File: src/rtl/id_ex_stage.sv
// Decode stage and ID/EX pipeline register of the 5-stage MIPS pipeline.
// Decodes the IF/ID word, inserts load-use bubbles and applies EX branch flushes.
module id_ex_stage #(
  parameter int PC_W           = 32,
  parameter bit ILLEGAL_AS_NOP = 1'b1
) (
  input  logic            clk,
  input  logic            reset,
  input  logic [31:0]     id_instr,
  input  logic [PC_W-1:0] id_pc4,
  input  logic            id_valid,
  input  logic            flush,
  output logic [4:0]      rf_rs_num,
  output logic [4:0]      rf_rt_num,
  input  logic [31:0]     rf_rs_data,
  input  logic [31:0]     rf_rt_data,
  output logic            stall,
  output logic            ex_valid,
  output logic [PC_W-1:0] ex_pc4,
  output logic [31:0]     ex_rs_data,
  output logic [31:0]     ex_rt_data,
  output logic [31:0]     ex_imm,
  output logic [4:0]      ex_rs,
  output logic [4:0]      ex_rt,
  output logic [4:0]      ex_dest,
  output logic [2:0]      ex_alu_op,
  output logic            ex_alu_src,
  output logic            ex_reg_write,
  output logic            ex_mem_read,
  output logic            ex_mem_write,
  output logic            ex_mem_to_reg,
  output logic            ex_beq,
  output logic            ex_bne,
  output logic            ex_illegal
);

  localparam logic [5:0] OP_RTYPE = 6'h00;
  localparam logic [5:0] OP_BEQ   = 6'h04;
  localparam logic [5:0] OP_BNE   = 6'h05;
  localparam logic [5:0] OP_ADDI  = 6'h08;
  localparam logic [5:0] OP_SLTI  = 6'h0A;
  localparam logic [5:0] OP_ANDI  = 6'h0C;
  localparam logic [5:0] OP_ORI   = 6'h0D;
  localparam logic [5:0] OP_LUI   = 6'h0F;
  localparam logic [5:0] OP_LW    = 6'h23;
  localparam logic [5:0] OP_SW    = 6'h2B;

  localparam logic [5:0] FN_ADD = 6'h20;
  localparam logic [5:0] FN_SUB = 6'h22;
  localparam logic [5:0] FN_AND = 6'h24;
  localparam logic [5:0] FN_OR  = 6'h25;
  localparam logic [5:0] FN_SLT = 6'h2A;

  localparam logic [2:0] ALU_ADD = 3'd0;
  localparam logic [2:0] ALU_SUB = 3'd1;
  localparam logic [2:0] ALU_AND = 3'd2;
  localparam logic [2:0] ALU_OR  = 3'd3;
  localparam logic [2:0] ALU_SLT = 3'd4;
  localparam logic [2:0] ALU_LUI = 3'd5;

  typedef enum logic [1:0] {EXT_SIGN = 2'd0, EXT_ZERO = 2'd1, EXT_HIGH = 2'd2} ext_e;

  typedef struct packed {
    logic            valid;
    logic [PC_W-1:0] pc4;
    logic [31:0]     rs_data;
    logic [31:0]     rt_data;
    logic [31:0]     imm;
    logic [4:0]      rs;
    logic [4:0]      rt;
    logic [4:0]      dest;
    logic [2:0]      alu_op;
    logic            alu_src;
    logic            reg_write;
    logic            mem_read;
    logic            mem_write;
    logic            mem_to_reg;
    logic            beq;
    logic            bne;
    logic            illegal;
  } ex_reg_t;

  logic [5:0]  opcode;
  logic [5:0]  funct;
  logic [4:0]  rs;
  logic [4:0]  rt;
  logic [4:0]  rd;
  logic [15:0] imm16;

  logic [2:0]  dec_alu_op;
  logic        dec_alu_src;
  logic        dec_writes;
  logic        dec_dest_is_rd;
  logic        dec_mem_read;
  logic        dec_mem_write;
  logic        dec_mem_to_reg;
  logic        dec_beq;
  logic        dec_bne;
  logic        dec_illegal;
  ext_e        dec_ext;
  logic        uses_rs;
  logic        uses_rt;

  logic [4:0]  dest;
  logic [31:0] imm_ext;
  logic        hazard;
  logic        bubble;
  ex_reg_t     ex_d;
  ex_reg_t     ex_q;

  assign opcode    = id_instr[31:26];
  assign rs        = id_instr[25:21];
  assign rt        = id_instr[20:16];
  assign rd        = id_instr[15:11];
  assign imm16     = id_instr[15:0];
  assign funct     = id_instr[5:0];
  assign rf_rs_num = rs;
  assign rf_rt_num = rt;

  // Instruction decode: control, immediate kind and which source registers are read.
  always_comb begin
    dec_alu_op     = ALU_ADD;
    dec_alu_src    = 1'b0;
    dec_writes     = 1'b0;
    dec_dest_is_rd = 1'b0;
    dec_mem_read   = 1'b0;
    dec_mem_write  = 1'b0;
    dec_mem_to_reg = 1'b0;
    dec_beq        = 1'b0;
    dec_bne        = 1'b0;
    dec_illegal    = 1'b0;
    dec_ext        = EXT_SIGN;
    uses_rs        = 1'b0;
    uses_rt        = 1'b0;
    case (opcode)
      OP_RTYPE: begin
        // The all-zero word is the canonical NOP: decodes to nothing, not illegal.
        if (id_instr == 32'h0000_0000) begin
          dec_illegal = 1'b0;
        end else begin
          dec_writes     = 1'b1;
          dec_dest_is_rd = 1'b1;
          uses_rs        = 1'b1;
          uses_rt        = 1'b1;
          case (funct)
            FN_ADD:  dec_alu_op = ALU_ADD;
            FN_SUB:  dec_alu_op = ALU_SUB;
            FN_AND:  dec_alu_op = ALU_AND;
            FN_OR:   dec_alu_op = ALU_OR;
            FN_SLT:  dec_alu_op = ALU_SLT;
            default: begin
              dec_illegal    = 1'b1;
              dec_writes     = 1'b0;
              dec_dest_is_rd = 1'b0;
              uses_rs        = 1'b0;
              uses_rt        = 1'b0;
            end
          endcase
        end
      end
      OP_ADDI: begin
        dec_alu_src = 1'b1; dec_writes = 1'b1; uses_rs = 1'b1;
      end
      OP_SLTI: begin
        dec_alu_op = ALU_SLT; dec_alu_src = 1'b1; dec_writes = 1'b1; uses_rs = 1'b1;
      end
      OP_ANDI: begin
        dec_alu_op = ALU_AND; dec_alu_src = 1'b1; dec_writes = 1'b1; uses_rs = 1'b1;
        dec_ext    = EXT_ZERO;
      end
      OP_ORI: begin
        dec_alu_op = ALU_OR; dec_alu_src = 1'b1; dec_writes = 1'b1; uses_rs = 1'b1;
        dec_ext    = EXT_ZERO;
      end
      OP_LUI: begin
        dec_alu_op = ALU_LUI; dec_alu_src = 1'b1; dec_writes = 1'b1;
        dec_ext    = EXT_HIGH;
      end
      OP_LW: begin
        dec_alu_src = 1'b1; dec_writes = 1'b1; dec_mem_read = 1'b1;
        dec_mem_to_reg = 1'b1; uses_rs = 1'b1;
      end
      OP_SW: begin
        dec_alu_src = 1'b1; dec_mem_write = 1'b1; uses_rs = 1'b1; uses_rt = 1'b1;
      end
      OP_BEQ: begin
        dec_alu_op = ALU_SUB; dec_beq = 1'b1; uses_rs = 1'b1; uses_rt = 1'b1;
      end
      OP_BNE: begin
        dec_alu_op = ALU_SUB; dec_bne = 1'b1; uses_rs = 1'b1; uses_rt = 1'b1;
      end
      default: dec_illegal = 1'b1;
    endcase
  end

  // Destination register and immediate extension.
  always_comb begin
    if (dec_writes) begin
      if (dec_dest_is_rd) begin
        dest = rd;
      end else begin
        dest = rt;
      end
    end else begin
      dest = 5'd0;
    end
    case (dec_ext)
      EXT_SIGN: imm_ext = {{16{imm16[15]}}, imm16};
      EXT_ZERO: imm_ext = {16'h0000, imm16};
      EXT_HIGH: imm_ext = {imm16, 16'h0000};
      default:  imm_ext = {{16{imm16[15]}}, imm16};
    endcase
  end

  assign hazard = ex_q.valid & ex_q.mem_read & (ex_q.dest != 5'd0) & id_valid &
                  ((uses_rs & (ex_q.dest == rs)) | (uses_rt & (ex_q.dest == rt)));
  // A flush kills the ID instruction anyway, so holding IF/ID for it would be wasted.
  assign stall  = hazard & ~flush;

  // Next ID/EX contents: flush, hazard, empty slot or dropped illegal all load a bubble.
  always_comb begin
    ex_d   = '0;
    bubble = flush | hazard | ~id_valid | (dec_illegal & ~ILLEGAL_AS_NOP);
    if (bubble) begin
      ex_d = '0;
    end else begin
      ex_d.valid      = 1'b1;
      ex_d.pc4        = id_pc4;
      ex_d.rs_data    = rf_rs_data;
      ex_d.rt_data    = rf_rt_data;
      ex_d.imm        = imm_ext;
      ex_d.rs         = rs;
      ex_d.rt         = rt;
      ex_d.dest       = dest;
      ex_d.alu_op     = dec_alu_op;
      ex_d.alu_src    = dec_alu_src;
      ex_d.reg_write  = dec_writes & (dest != 5'd0);
      ex_d.mem_read   = dec_mem_read;
      ex_d.mem_write  = dec_mem_write;
      ex_d.mem_to_reg = dec_mem_to_reg;
      ex_d.beq        = dec_beq;
      ex_d.bne        = dec_bne;
      ex_d.illegal    = dec_illegal;
    end
  end

  // ID/EX pipeline register.
  always_ff @(posedge clk or negedge reset) begin
    if (!reset) begin
      ex_q <= '0;
    end else begin
      ex_q <= ex_d;
    end
  end

  assign ex_valid      = ex_q.valid;
  assign ex_pc4        = ex_q.pc4;
  assign ex_rs_data    = ex_q.rs_data;
  assign ex_rt_data    = ex_q.rt_data;
  assign ex_imm        = ex_q.imm;
  assign ex_rs         = ex_q.rs;
  assign ex_rt         = ex_q.rt;
  assign ex_dest       = ex_q.dest;
  assign ex_alu_op     = ex_q.alu_op;
  assign ex_alu_src    = ex_q.alu_src;
  assign ex_reg_write  = ex_q.reg_write;
  assign ex_mem_read   = ex_q.mem_read;
  assign ex_mem_write  = ex_q.mem_write;
  assign ex_mem_to_reg = ex_q.mem_to_reg;
  assign ex_beq        = ex_q.beq;
  assign ex_bne        = ex_q.bne;
  assign ex_illegal    = ex_q.illegal;

endmodule

File: config.mk
export PLATFORM = sky130hd
export DESIGN_NAME = id_ex_stage
export DESIGN_NICKNAME = d
export VERILOG_FILES = /design/src/rtl/id_ex_stage.sv
export SDC_FILE = /design/constraint.sdc
export NUM_CORES = 1
export LEC_CHECK = 0
export ABC_AREA = 1
export ABC_CLOCK_PERIOD_IN_PS = 2009
export CORE_AREA = 2 2 115 117
export CTS_BUF_LIST = sky130_fd_sc_hd__clkbuf_4
export CTS_CLUSTER_SIZE = 28
export DETAILED_ROUTE_END_ITERATION = 8
export DIE_AREA = 0 0 117 119
export DONT_BUFFER_PORTS = 1
export GPL_TIMING_DRIVEN = 0
export MAX_ROUTING_LAYER = met4
export SLEW_MARGIN = 25
export SYNTH_ARGS = -nofsm -noshare
export SYNTH_HDL_FRONTEND = slang
export SYNTH_SLANG_ARGS = --single-unit
File: constraint.sdc
create_clock -name clk -period 2.01 [get_ports clk]
set_input_delay 0.201 -clock clk [delete_from_list [all_inputs] [get_ports clk]]
set_output_delay 0.201 -clock clk [all_outputs]
set_load 0.05 [all_outputs]
==> impl_results.md <==
* Status: finished, violations left
* Failing checks: negative hold slack, negative setup slack
* Final Max Tran Viols at 0
* Final period util at 113%
* H-Tree Depth at 4
* R2R setup slack at 0 ns
* Reg-to-Reg Start: ex_dest[3]
* Xor/xnor share of the synthesized area at 0.579%
* Fill cells at 1,018
* Initial Util at between 40% and 50%
* Post-synth EDFFs at 0
* Placed cells at 835
* Max clock buf depth at 2
* Post-synthesis simple-gate area fraction at 22.5%
* Via count at 4,739
* Met3 Usage GRT at under 10%
* Proportion of synthesized area in mux cells at 0%
* Hold WC Path Type: in2async
* Post-synth top flop: dfrtp_1
* Cell Area, Placed at roughly 6300 µm²
* Total congestion overflow at 0
* Tmin final at 2.28 ns
* Sequential share of power at between 50% and 60%
* CP arrival at 2.08 ns
* Clock Skew at 0.0284 ns
* Max cap viols at 0
* Crit path max fanout at 5
* Leak pwr at between 4 and 5 nW
* Commonest cells post-synth: nor2_1 (166), dfrtp_1 (154), inv_1 (131), nand2_1 (101), nand3_1 (18)
* Clk network pwr share at 33.1%
* Internal at 4.51 mW
* Yosys cell types at 26
* Critical Path RT at 1.81 ns
* Global Route Usage Sum at a little over a quarter
* Worst path cell trace: or2_4 > nand3_2 > nor3_2 > nand2_1 > nand2_1 > nand2_2 > nor2_4
* Mapped Cells at 659
* # IOs at between 200 and 300
* Layout cell share with drive strength beyond 1 at 12.6%
* Final Hold Viols at between 150 and 200
* Worst skew pair latency at 0.53 ns
* Worst Setup Start Kind: register
* Drt drc at 0
* Port Buffers at 0
* TritonRoute pass-1 iters at 4
* Final setup margin at -0.270 ns
* Finished Cell Area at 8100 µm²
* Pwr Density at 793 nW/µm²
* CTS tree: done
* Main combinational cell family by area after synthesis: simple AND/OR/NAND/NOR gates
* Clock Tree Root: clkbuf_4
* Crit path largest cell delay at 0.59 ns
* Routed wire per std cell at 17.7 µm
* Synth Warn # at 0
* Switch share at between 20 and 30%
* Final core utilization at between 60% and 70%
* Design Power at 6.43 mW
* Seq/Total Area, Yosys at 63.7%
* Post-Route WL at around 18,000 µm
* Chip width at 117 µm
* Slew HR at 56.8%
* Vias in the first global route at 5,045
* Top-count cell post-synth: nor2_1
* NetSw at 1.92 mW
* Synth Cell Area at 6050 µm²
* Detail Placement HPWL at 11,100 µm
* Met1 usage at 29.7%
* Dominant cell type by area after synthesis: dfrtp_1
* Avg Cell Area, Syn at 9.18 µm²
* # setup viols final at 2
* Final setup TNS at -0.273 ns
* Most used cell, CP: nand2_1
* Area of the die at 13,900 µm²
* Asr flop ratio synth at 100%
* Hold_ws at -0.656 ns
* First-pass GRT wire length at 27,100 µm
* Antenna-violating nets left at 0
* Chip height at 119 µm
* Final GP Congestion at 0.889
* R2R cell count at 11
* Vias per inst at between 4 and 5
* CP max-delay cell: dfrtp_2
* Met2 Use GR at about 45%
* Compound-cell area share of the yosys netlist at 0.290%
* Pre-CTS setup slack at -0.400 ns
* Largest net degree at the start of global routing at 155
* Top cells by area, synth: dfrtp_1 (64%), nor2_1 (10%), inv_1 (8.1%)
* Num CTS Buffers at 17
* Total core area at 12,900 µm²
* Non-filler cells in the finished layout at 1,001
* Initial antenna violation count at 1
* Nets at 947
* Clk sinks at 154
* Adder-cell share of the synthesized area at less than 1%
* Clock-pin slew on the worst setup and hold paths at ~0.14 ns
* RR Endpoint: ex_rt_data[23]
* Worst Tran Pin Value at 0.645 ns
* GRT busiest layer: met2
* RSZ-0062 raised after global routing: yes
* Area Overhead vs Synth at 33.9%
* FP Rows at 42
* Worst vdd ir at 0.400 mV
* Syn nets at 793
* Fmax at approximately 440 MHz
* Crit Path Class: reg2out
* Yosys top cell area share at between 60% and 70%
* DR iter-0 viols at 234
* Crit end category: primary output
* Gate power share at 9.7%
* Synth Register Bits at 154
-- sequential cells by signal, summed over array words and instances (netlist names) --
name and count:
ex_illegal 1, ex_imm 32, ex_dest 5, ex_rs_data 32, ex_alu_src 1, ex_pc4 32
ex_mem_read 1, ex_rs 5, ex_reg_write 1, ex_rt_data 32, ex_rt 5, ex_mem_write 1
ex_beq 1, ex_alu_op 3, ex_bne 1, ex_valid 1
-- power groups by stage --
| stage | logic, mW | clock network (mW) | registers, mW |
|---|---|---|---|
| finish | 0.620 | 2.12 | 3.68 |
| global route | 0.682 | 2.32 | 3.69 |
| CTS | 0.590 | 2.18 | 3.68 |
| detailed placement | 0.350 | 0 | 3.74 |
| global placement | 0.340 | 0 | 3.74 |
| floorplan | 0.288 | 0 | 3.71 |
-- critical path: cells and delay by family, from the launching register on --
| kind | cells | cell delay, ns |
|---|---|---|
| flip-flops | 1 | 0.59 |
| AND/OR/NAND/NOR | 7 | 0.96 |
-- layout by cell type (no fill, tap or decap), drive strengths merged, types with 4 or more instances in the layout --
| cell type | synthesis | layout |
|---|---|---|
| clkinv | 0 | 4 |
| or2 | 4 | 4 |
| nor2 | 178 | 178 |
| nand2 | 105 | 106 |
| clkbuf | 7 | 22 |
| buf | 27 | 32 |
| nand4 | 9 | 9 |
| nand3 | 18 | 18 |
| nor3 | 9 | 9 |
| dfrtp | 154 | 154 |
| dlygate4sd3 | 0 | 130 |
| inv | 135 | 139 |
| bufinv | 0 | 4 |
-- layout make-up --
class	count	area, µm²	area share (%)
multi-input combinational	337	1500	18.5
timing repair buffer	136	1370	16.9
sequential	154	3860	47.6
tap	176	220	2.72
buffer	32	323	3.98
antenna	1	2.50	0.0309
clock inverter	13	193	2.38
clock buffer	17	128	1.58
inverter	135	507	6.25
-- worst max path at each step --
stage | from | end | slack, ns | cells after the start
after global routing | ex_dest[1] | stall | -0.43 | 8
after global placement | ex_dest[1] | ex_valid | -0.36 | 11
final | ex_dest[3] | stall | -0.27 | 7
after CTS | ex_dest[3] | stall | -0.32 | 7
after detailed placement | id_instr[31] | ex_imm[13] | -0.40 | 12
after floorplan | id_instr[31] | ex_imm[21] | 0.05 | 13
-- what timing repair did --
| action | 4_1_cts | 5_1_grt |
|---|---|---|
| hold endpoints to repair | 305 | 159 |
| gates cloned | 1 | 1 |
| hold buffers | 130 | 1 |
| setup buffers | 2 | 2 |
| resized for setup | 18 | 31 |
| endpoints found under the setup margin | 153 | 153 |
| pin swaps | 7 | 2 |
-- logic make-up (layout without fill, tap and decap cells) --
group	count (synthesis)	count (layout)
compound gates	3	3
xor+xnor	4	4
fa+ha+maj	2	2
buf+inv	169	333
flops	154	154
other cells	0	1
simple gates	327	328
-- layer usage --
layer	vias to the layer above	share of wire, %
li1	2200	-
met1	2292	37
met2	208	52
met3	39	7.8
met4	0	2.6
met5	-	0
(Power assumes the default switching activity.)
